$ cat config.mk
export PLATFORM = sky130hd
export DESIGN_NAME = ctrl_encoder
export DESIGN_NICKNAME = d
export VERILOG_FILES = /design/src/rtl/ctrl_encoder.sv
export SDC_FILE = /design/constraint.sdc
export NUM_CORES = 1
export LEC_CHECK = 0
export ABC_CLOCK_PERIOD_IN_PS = 2400
export CAP_MARGIN = 20
export CELL_PAD_IN_SITES_DETAIL_PLACEMENT = 1
export CELL_PAD_IN_SITES_GLOBAL_PLACEMENT = 2
export CORE_ASPECT_RATIO = 0.7
export CORE_MARGIN = 3
export CORE_UTILIZATION = 33
export CTS_BUF_LIST = sky130_fd_sc_hd__clkbuf_2
export CTS_CLUSTER_SIZE = 16
export DETAILED_ROUTE_END_ITERATION = 10
export PLACE_DENSITY_LB_ADDON = 0.25
export SYNTH_ARGS = -nofsm -noshare
export SYNTH_HDL_FRONTEND = slang
export SYNTH_SLANG_ARGS = --single-unit
$ cat constraint.sdc
create_clock -name clk -period 2.4 [get_ports clk]
set_clock_uncertainty 0.05 [all_clocks]
set_input_delay 0.24 -clock clk [delete_from_list [all_inputs] [get_ports clk]]
set_output_delay 0.24 -clock clk [all_outputs]
set_load 0.05 [all_outputs]
$ cat src/rtl/ctrl_encoder.sv
// Serialises a one-hot-per-line request vector into a stream of 7-bit control words
// {mode, index}, lowest index first, with valid/ready handshakes on both sides.
module ctrl_encoder (
    input  logic        clk,
    input  logic        rst_n,
    input  logic        req_valid,
    output logic        req_ready,
    input  logic [25:0] req_vec,
    input  logic [1:0]  req_mode,
    output logic        code_valid,
    input  logic        code_ready,
    output logic [6:0]  code,
    output logic        done,
    output logic [4:0]  issued_cnt
);

    localparam int unsigned NumLines  = 26;
    // Line 23 is tied high in the decoder and is never encoded.
    localparam logic [25:0] ConstMask = 26'h0800000;

    typedef enum logic [0:0] {StIdle, StIssue} state_e;

    state_e      state_q, state_d;
    logic [25:0] pending_q, pending_d;
    logic [1:0]  mode_q, mode_d;
    logic [6:0]  code_q, code_d;
    logic [4:0]  cnt_q, cnt_d;
    logic        done_q, done_d;

    function automatic logic [4:0] lowest_idx(input logic [25:0] v);
        logic [4:0] idx;
        idx = '0;
        for (int i = NumLines - 1; i >= 0; i--) begin
            if (v[i]) idx = 5'(i);
        end
        return idx;
    endfunction

    always_comb begin
        state_d   = state_q;
        pending_d = pending_q;
        mode_d    = mode_q;
        cnt_d     = cnt_q;
        done_d    = 1'b0;

        unique case (state_q)
            StIdle: begin
                if (req_valid) begin
                    pending_d = req_vec & ~ConstMask;
                    mode_d    = req_mode;
                    cnt_d     = '0;
                    if (pending_d == '0) done_d  = 1'b1;
                    else                 state_d = StIssue;
                end
            end
            StIssue: begin
                if (code_ready) begin
                    pending_d = pending_q & ~(26'(1) << code_q[4:0]);
                    cnt_d     = cnt_q + 5'd1;
                    if (pending_d == '0) begin
                        state_d = StIdle;
                        done_d  = 1'b1;
                    end
                end
            end
            default: state_d = StIdle;
        endcase

        // Next code word is precomputed so the output comes straight from a register.
        code_d = (state_d == StIssue) ? {mode_d, lowest_idx(pending_d)} : '0;
    end

    always_ff @(posedge clk or negedge rst_n) begin
        if (!rst_n) begin
            state_q   <= StIdle;
            pending_q <= '0;
            mode_q    <= '0;
            code_q    <= '0;
            cnt_q     <= '0;
            done_q    <= 1'b0;
        end else begin
            state_q   <= state_d;
            pending_q <= pending_d;
            mode_q    <= mode_d;
            code_q    <= code_d;
            cnt_q     <= cnt_d;
            done_q    <= done_d;
        end
    end

    assign req_ready  = (state_q == StIdle);
    assign code_valid = (state_q == StIssue);
    assign code       = code_q;
    assign done       = done_q;
    assign issued_cnt = cnt_q;

endmodule

==> results.yml, run 1 <==
floorplan:
  chipHeight_um: 80.6
  start_util_pct: 34.9
  rows: 26
  ios: 47
  die_w_um: 113
  dieArea_um2: 9080
  core_um2: 7510
placement:
  io_buffers: 45
  place_congestion: 0.937
  post-place-ws_ps: -437
  dp_hpwl_mm: 8.63
status:
  status: "finished, violations left"
  violations: "negative setup slack"
logic_synthesis:
  ys_seq_area_share_pct: 40.0
  synth_area_leader_cell: "dfrtp_1"
  yosys_warnings: 0
  ys.flop_type: "dfrtp_1"
  synth_cell_types: 65
  synth_nets: 322
  synth-seq-cells: 42
  netlist.area_leader.share_pct: 40.0
  yosys-top-cells-area: "dfrtp_1, mux2i_1, nor2_1"
  synth_edf_count: 0
  async_reset_ff_share_pct: 100
  avgSynthCellArea_um2: 9.09
  postSynthCellCount: 289
  syn_area_um2: 2630
final_layout:
  diodes: 0
  final_cell_mix: "buf_4, clkdlybuf4s50_1, dfrtp_1, nor2_1, nand2_1"
  mostFrequentLayoutCell: "buf_4"
  drive_gt1_share_pct: 33.0
  syn_to_final_growth_pct: 52.2
  num-nets-final: 441
grt:
  grt_start_max_net_pins: 31
  grt_pass1_wl_mm: 17.2
  grt.total_usage_pct: 25.0
  grt_overflow: 0
  antenna_found_initial: 0
  first_global_vias: 3057
sta:
  finalSetupViolCount: 8
  fin_tns_setup_ps: -665
  final-max-slew-violation-count: 0
  fin_ws_ps: -155
  period_needed_ps: 2560
  final_hold_viol_count: 0
  worst_pin_slew_ps: 776
  rsz0062_at_grt: "true"
  fmax_mhz: 391
  fin_crit_sh_pct: 106
  max-slew-margin-rel_pct: 48.2
clock_network:
  cts_tree: "done"
  insertion_delay_ps: 450
  cts_buffer_depth: 2
  clock-sinks: 42
  numCtsBuffers: 5
  cts-root-buf: "clkbuf_2"
  h-tree-depth: 2
  path_clk_slew_ps: 260
critical_path:
  cpPeakStageDelay_ps: 520
  slowest_stage: "or4b_4"
  cp_top_family: "compound AO/OA/AOI/OAI gates"
  path_max_fanout: 5
  critical_path_class: "flop to flop"
  critPathBufInv: 1
  cp.arrival_ps: 2850
  endpoint_kind: "flop"
  rrSetupSlack_ps: -160
  cp_cell_sequence: "buf_12, or4b_4, o221ai_4, o211ai_1, nor2_1, a2bb2oi_2, a211o_1, a2111oi_2"
  cp-start-kind: "flop"
  crit_required_ps: 2700
route:
  drc_errors: 0
  first_pass_iters: 6
  drt-initial-drc-count: 180
  avgRoutedWirePerCell_um: 22.1
  viasPerCell: 5.74
  wl_mm: 11.2
  detail-route-antenna-nets: 0
  via_count: 2912
power_and_ir_drop:
  ir_drop_mv: 0.851
  power_mw: 4.37
  p_per_area_nw_per_um2: 1090
  p_leak_nw: 1.73
flow_run:
  drv_cap: 0
worst_hold_path:
  hold_class: "primary input to async pin"
area by class of cell:
class                           count  area [µm²]
Inverter                           16        60.1
Tap cell                           98         123
Timing Repair Buffer              126        1140
Multi-Input combinational cell    217        1580
Clock inverter                      2        8.76
Fill cell                         878        3520
Clock buffer                        6        30.0
Sequential cell                    42        1060
per-stage QoR:
stage	hold WS [ps]	area [µm²]	utilization [%]	cells
global route	273	4000	53.2	507
finish	296	4000	53.2	507
floorplan	-106	2640	-	289
CTS	279	3870	51.5	503
global placement	298	3720	49.5	491
detailed placement	303	3720	49.5	491
sequential cells by signal (all words and copies together) (netlist names):
register    cells
done            1
pending_q      26
code            7
code_valid      1
mode_q          2
issued_cnt      5
path summary, 6_finish.rpt:
kind	startpoint	to	depth (start not counted)
worst min-delay path	rst_n	pending_q[16]	2
worst max register to register	code[1]	code[0]	8
worst min register to register	issued_cnt[4]	issued_cnt[4]	1
min in group clk	req_mode[1]	code[6]	3
worst max-delay path	code[1]	code[0]	8
max in group asynchronous	rst_n	pending_q[1]	3
per-layer routing:
metal,GRT usage (%),routed length [µm],vias up
li1,-,-,1321
met5,0,0,-
met1,35.7,5250,1457
met4,6.00,108,0
met3,5.65,888,13
met2,38.1,4950,121
cell families (layout without fill, tap and decap cells):
| logic type | after synthesis | after routing | synth area share [%] |
|---|---|---|---|
| adders and majority gates | 1 | 1 | 0.476 |
| DFF | 42 | 42 | 40.0 |
| and+or+nand+nor | 121 | 121 | 25.3 |
| muxes | 18 | 18 | 7.00 |
| buffers and inverters | 30 | 150 | 5.57 |
| AOI/OAI and AO/OA | 77 | 77 | 21.7 |
synth_stat cells (all sizes together), types with 4 or more instances:
cell	number
dfrtp	42
nor2	31
nand2	20
inv	16
mux2i	15
o21ai	15
a21oi	12
nand3	12
buf	11
nor2b	9
a31oi	7
nor3	7
nor4	7
nand4	5
o22ai	5
a221oi	4
nor3b	4
or2	4
power breakdown:
part	internal, mW	leakage (nW)	switching, mW	total, mW
clock network	0.0716	0.0304	0.263	0.334
logic	1.33	1.18	1.53	2.86
registers	0.927	0.523	0.242	1.17
worst reg2reg max path, cell delays in order (launching register included):
cell	delay, ps
dfrtp_2	490
buf_12	150
or4b_4	530
o221ai_4	180
o211ai_1	220
nor2_1	200
a2bb2oi_2	90
a211o_1	280
a2111oi_2	290
repair_timing:
| action | CTS | global route |
|---|---|---|
| hold buffers | 1 | 0 |
| endpoints found under the setup margin | 9 | 9 |
| pin swaps | 6 | 11 |
| hold endpoints to repair | 28 | 0 |
| cloned | 0 | 0 |
| resized for setup | 19 | 17 |
| setup buffers | 3 | 4 |
Note: power is estimated with default switching activity, not from simulation.
==> run 2, diff against run 1 <==
--- a/config.mk
+++ b/config.mk
@@ -11,8 +11,7 @@
 export CELL_PAD_IN_SITES_GLOBAL_PLACEMENT = 2
 export CORE_ASPECT_RATIO = 0.7
 export CORE_MARGIN = 3
-export CORE_UTILIZATION = 33
-export CTS_BUF_LIST = sky130_fd_sc_hd__clkbuf_2
+export CORE_UTILIZATION = 32
 export CTS_CLUSTER_SIZE = 16
 export DETAILED_ROUTE_END_ITERATION = 10
 export PLACE_DENSITY_LB_ADDON = 0.25
==> results.yml, run 2 (synthesis results as in run 1) <==
status:
  status: "finished, violations left"
  violations: "negative setup slack"
placement:
  post-place-ws_ps: -589
  post-place-cells: 496
  io_buffers: 45
  placed_area_um2: 3730
  place_congestion: 0.931
  dp_hpwl_mm: 8.45
final_layout:
  regMostFlops: "pending_q"
  fill_cells: 869
  final_cell_mix: "buf_4, clkdlybuf4s50_1, dfrtp_1, nor2_1, nand2_1"
  syn_to_final_growth_pct: 60.9
  stdcell_count: 522
  drive_gt1_share_pct: 35.6
  num-nets-final: 456
  fin_util_pct: 55.5
  mostFrequentLayoutCell: "buf_4"
  final_area_um2: 4230
  largest_reg_flops: 26
  diodes: 0
clock_network:
  path_clk_slew_ps: 60
  numCtsBuffers: 5
  cts_tree: "done"
  cts_buffer_depth: 2
  clock-sinks: 42
  h-tree-depth: 2
  cts-root-buf: "clkbuf_16"
  insertion_delay_ps: 290
grt:
  grt_start_max_net_pins: 27
  grt_pass1_wl_mm: 18.1
  antenna_found_initial: 0
  grt.total_usage_pct: 26.1
  grt_overflow: 0
  first_global_vias: 3161
power_and_ir_drop:
  p_per_area_nw_per_um2: 1170
  power_mw: 4.94
  ir_drop_mv: 0.820
  p_leak_nw: 1.83
floorplan:
  die_w_um: 114
  dieArea_um2: 9350
  chipHeight_um: 81.8
  rows: 26
  start_util_pct: 34.5
  ios: 47
  core_um2: 7610
sta:
  final_hold_viol_count: 0
  rsz0062_at_grt: "true"
  max-slew-margin-rel_pct: 55.4
  fmax_mhz: 401
  final-max-slew-violation-count: 0
  period_needed_ps: 2490
  worst_pin_slew_ps: 669
  fin_crit_sh_pct: 104
  finalSetupViolCount: 5
  fin_ws_ps: -94.0
route:
  met2_length_mm: 5.11
  drc_errors: 0
  top_layer: "met4"
  first_pass_iters: 4
  viasPerCell: 5.63
  dr_wl_met3_mm: 1.10
  via_count: 2941
  wl_mm: 11.7
  detail-route-antenna-nets: 0
  drt-initial-drc-count: 182
  m1WireLength_mm: 5.24
  avgRoutedWirePerCell_um: 22.5
critical_path:
  slowest_stage: "dfrtp_2"
  crit_required_ps: 2530
  ff2ff_path_depth: 10
  critical_path_class: "flop to flop"
  r2r-end: "code[3]"
  endpoint_kind: "flop"
  cpPeakStageDelay_ps: 400
  endpoint: "code[3]"
  critPathMostFrequentCell: "buf_4"
  path_max_fanout: 5
  cp-start-kind: "flop"
  rrSetupSlack_ps: -90
  crit_start: "code[4]"
  r2r-start: "code[4]"
  cp.arrival_ps: 2620
  cp_cell_sequence: "buf_4, buf_4, and4bb_2, a21oi_1, o32ai_2, nand4_1, o32ai_4, buf_6, nor4_4, a21boi_2"
flow_run:
  drv_cap: 0
worst_hold_path:
  hold_class: "flop to flop"
-- run 2: cell types whose count changed in the layout (fill, tap and decap cells not counted), sizes merged --
cell | before | now
dlymetal6s2s | 1 | 0
clkbuf | 6 | 7
clkinv | 2 | 1
buf | 81 | 96
clkdlybuf4s50 | 43 | 44
-- run 2: report_power, final --
group          internal [mW]  switching [mW]
clock network          0.413           0.290
registers              0.931           0.248
logic                   1.44            1.62
-- run 2: final cells by class --
class | instances | area (µm²) | area share, %
clock buffers | 7 | 143 | 3.38
clock inverters | 1 | 5.00 | 0.118
inverters | 16 | 60.1 | 1.42
multi-input cells | 217 | 1620 | 38.3
flip-flops and latches | 42 | 1060 | 25.1
well taps | 98 | 123 | 2.90
repair buffers | 141 | 1220 | 28.8
-- run 2: timing repair --
| item | 4_1_cts | 5_1_grt |
|---|---|---|
| hold buffers | 1 | 0 |
| pin swaps | 12 | 10 |
| endpoints found under the hold margin | 24 | 0 |
| resized for setup | 29 | 21 |
| buffers inserted | 13 | 5 |
| endpoints found under the setup margin | 8 | 9 |
-- run 2: worst min-delay path by stage --
| stage | from | end | slack (ps) | cells after the start |
|---|---|---|---|---|
| 6_report | mode_q[0] | mode_q[0] | 420 | 2 |
| 5_1_grt | mode_q[0] | mode_q[0] | 460 | 2 |
| 4_1_cts | mode_q[0] | mode_q[0] | 420 | 2 |
| 3_5_place_dp | rst_n | pending_q[20] | 260 | 1 |
| 3_3_place_gp | rst_n | pending_q[20] | 250 | 1 |
| 2_1_floorplan | rst_n | code[0] | -110 | 0 |
-- run 2: critical path: cells and delay by family (launching register included) --
| family | cells | cell delay, ps |
|---|---|---|
| AOI/OAI and AO/OA | 4 | 790 |
| buffers and inverters | 3 | 470 |
| DFF | 1 | 400 |
| and+or+nand+nor | 3 | 660 |
-- run 2: per-stage QoR --
step	hold slack, ps	TNS (ps)
6_report	422	-281
5_1_grt	459	-887
4_1_cts	425	-6.34
3_5_place_dp	258	-2680
3_3_place_gp	254	-2420
2_1_floorplan	-106	-9.27
-- run 2: layer usage --
| metal | global-route usage [%] | up-vias |
|---|---|---|
| met2 | 40.7 | 103 |
| met4 | 6.17 | 0 |
| met1 | 35.5 | 1459 |
| met3 | 8.17 | 29 |
| li1 | - | 1350 |
| met5 | 0 | - |
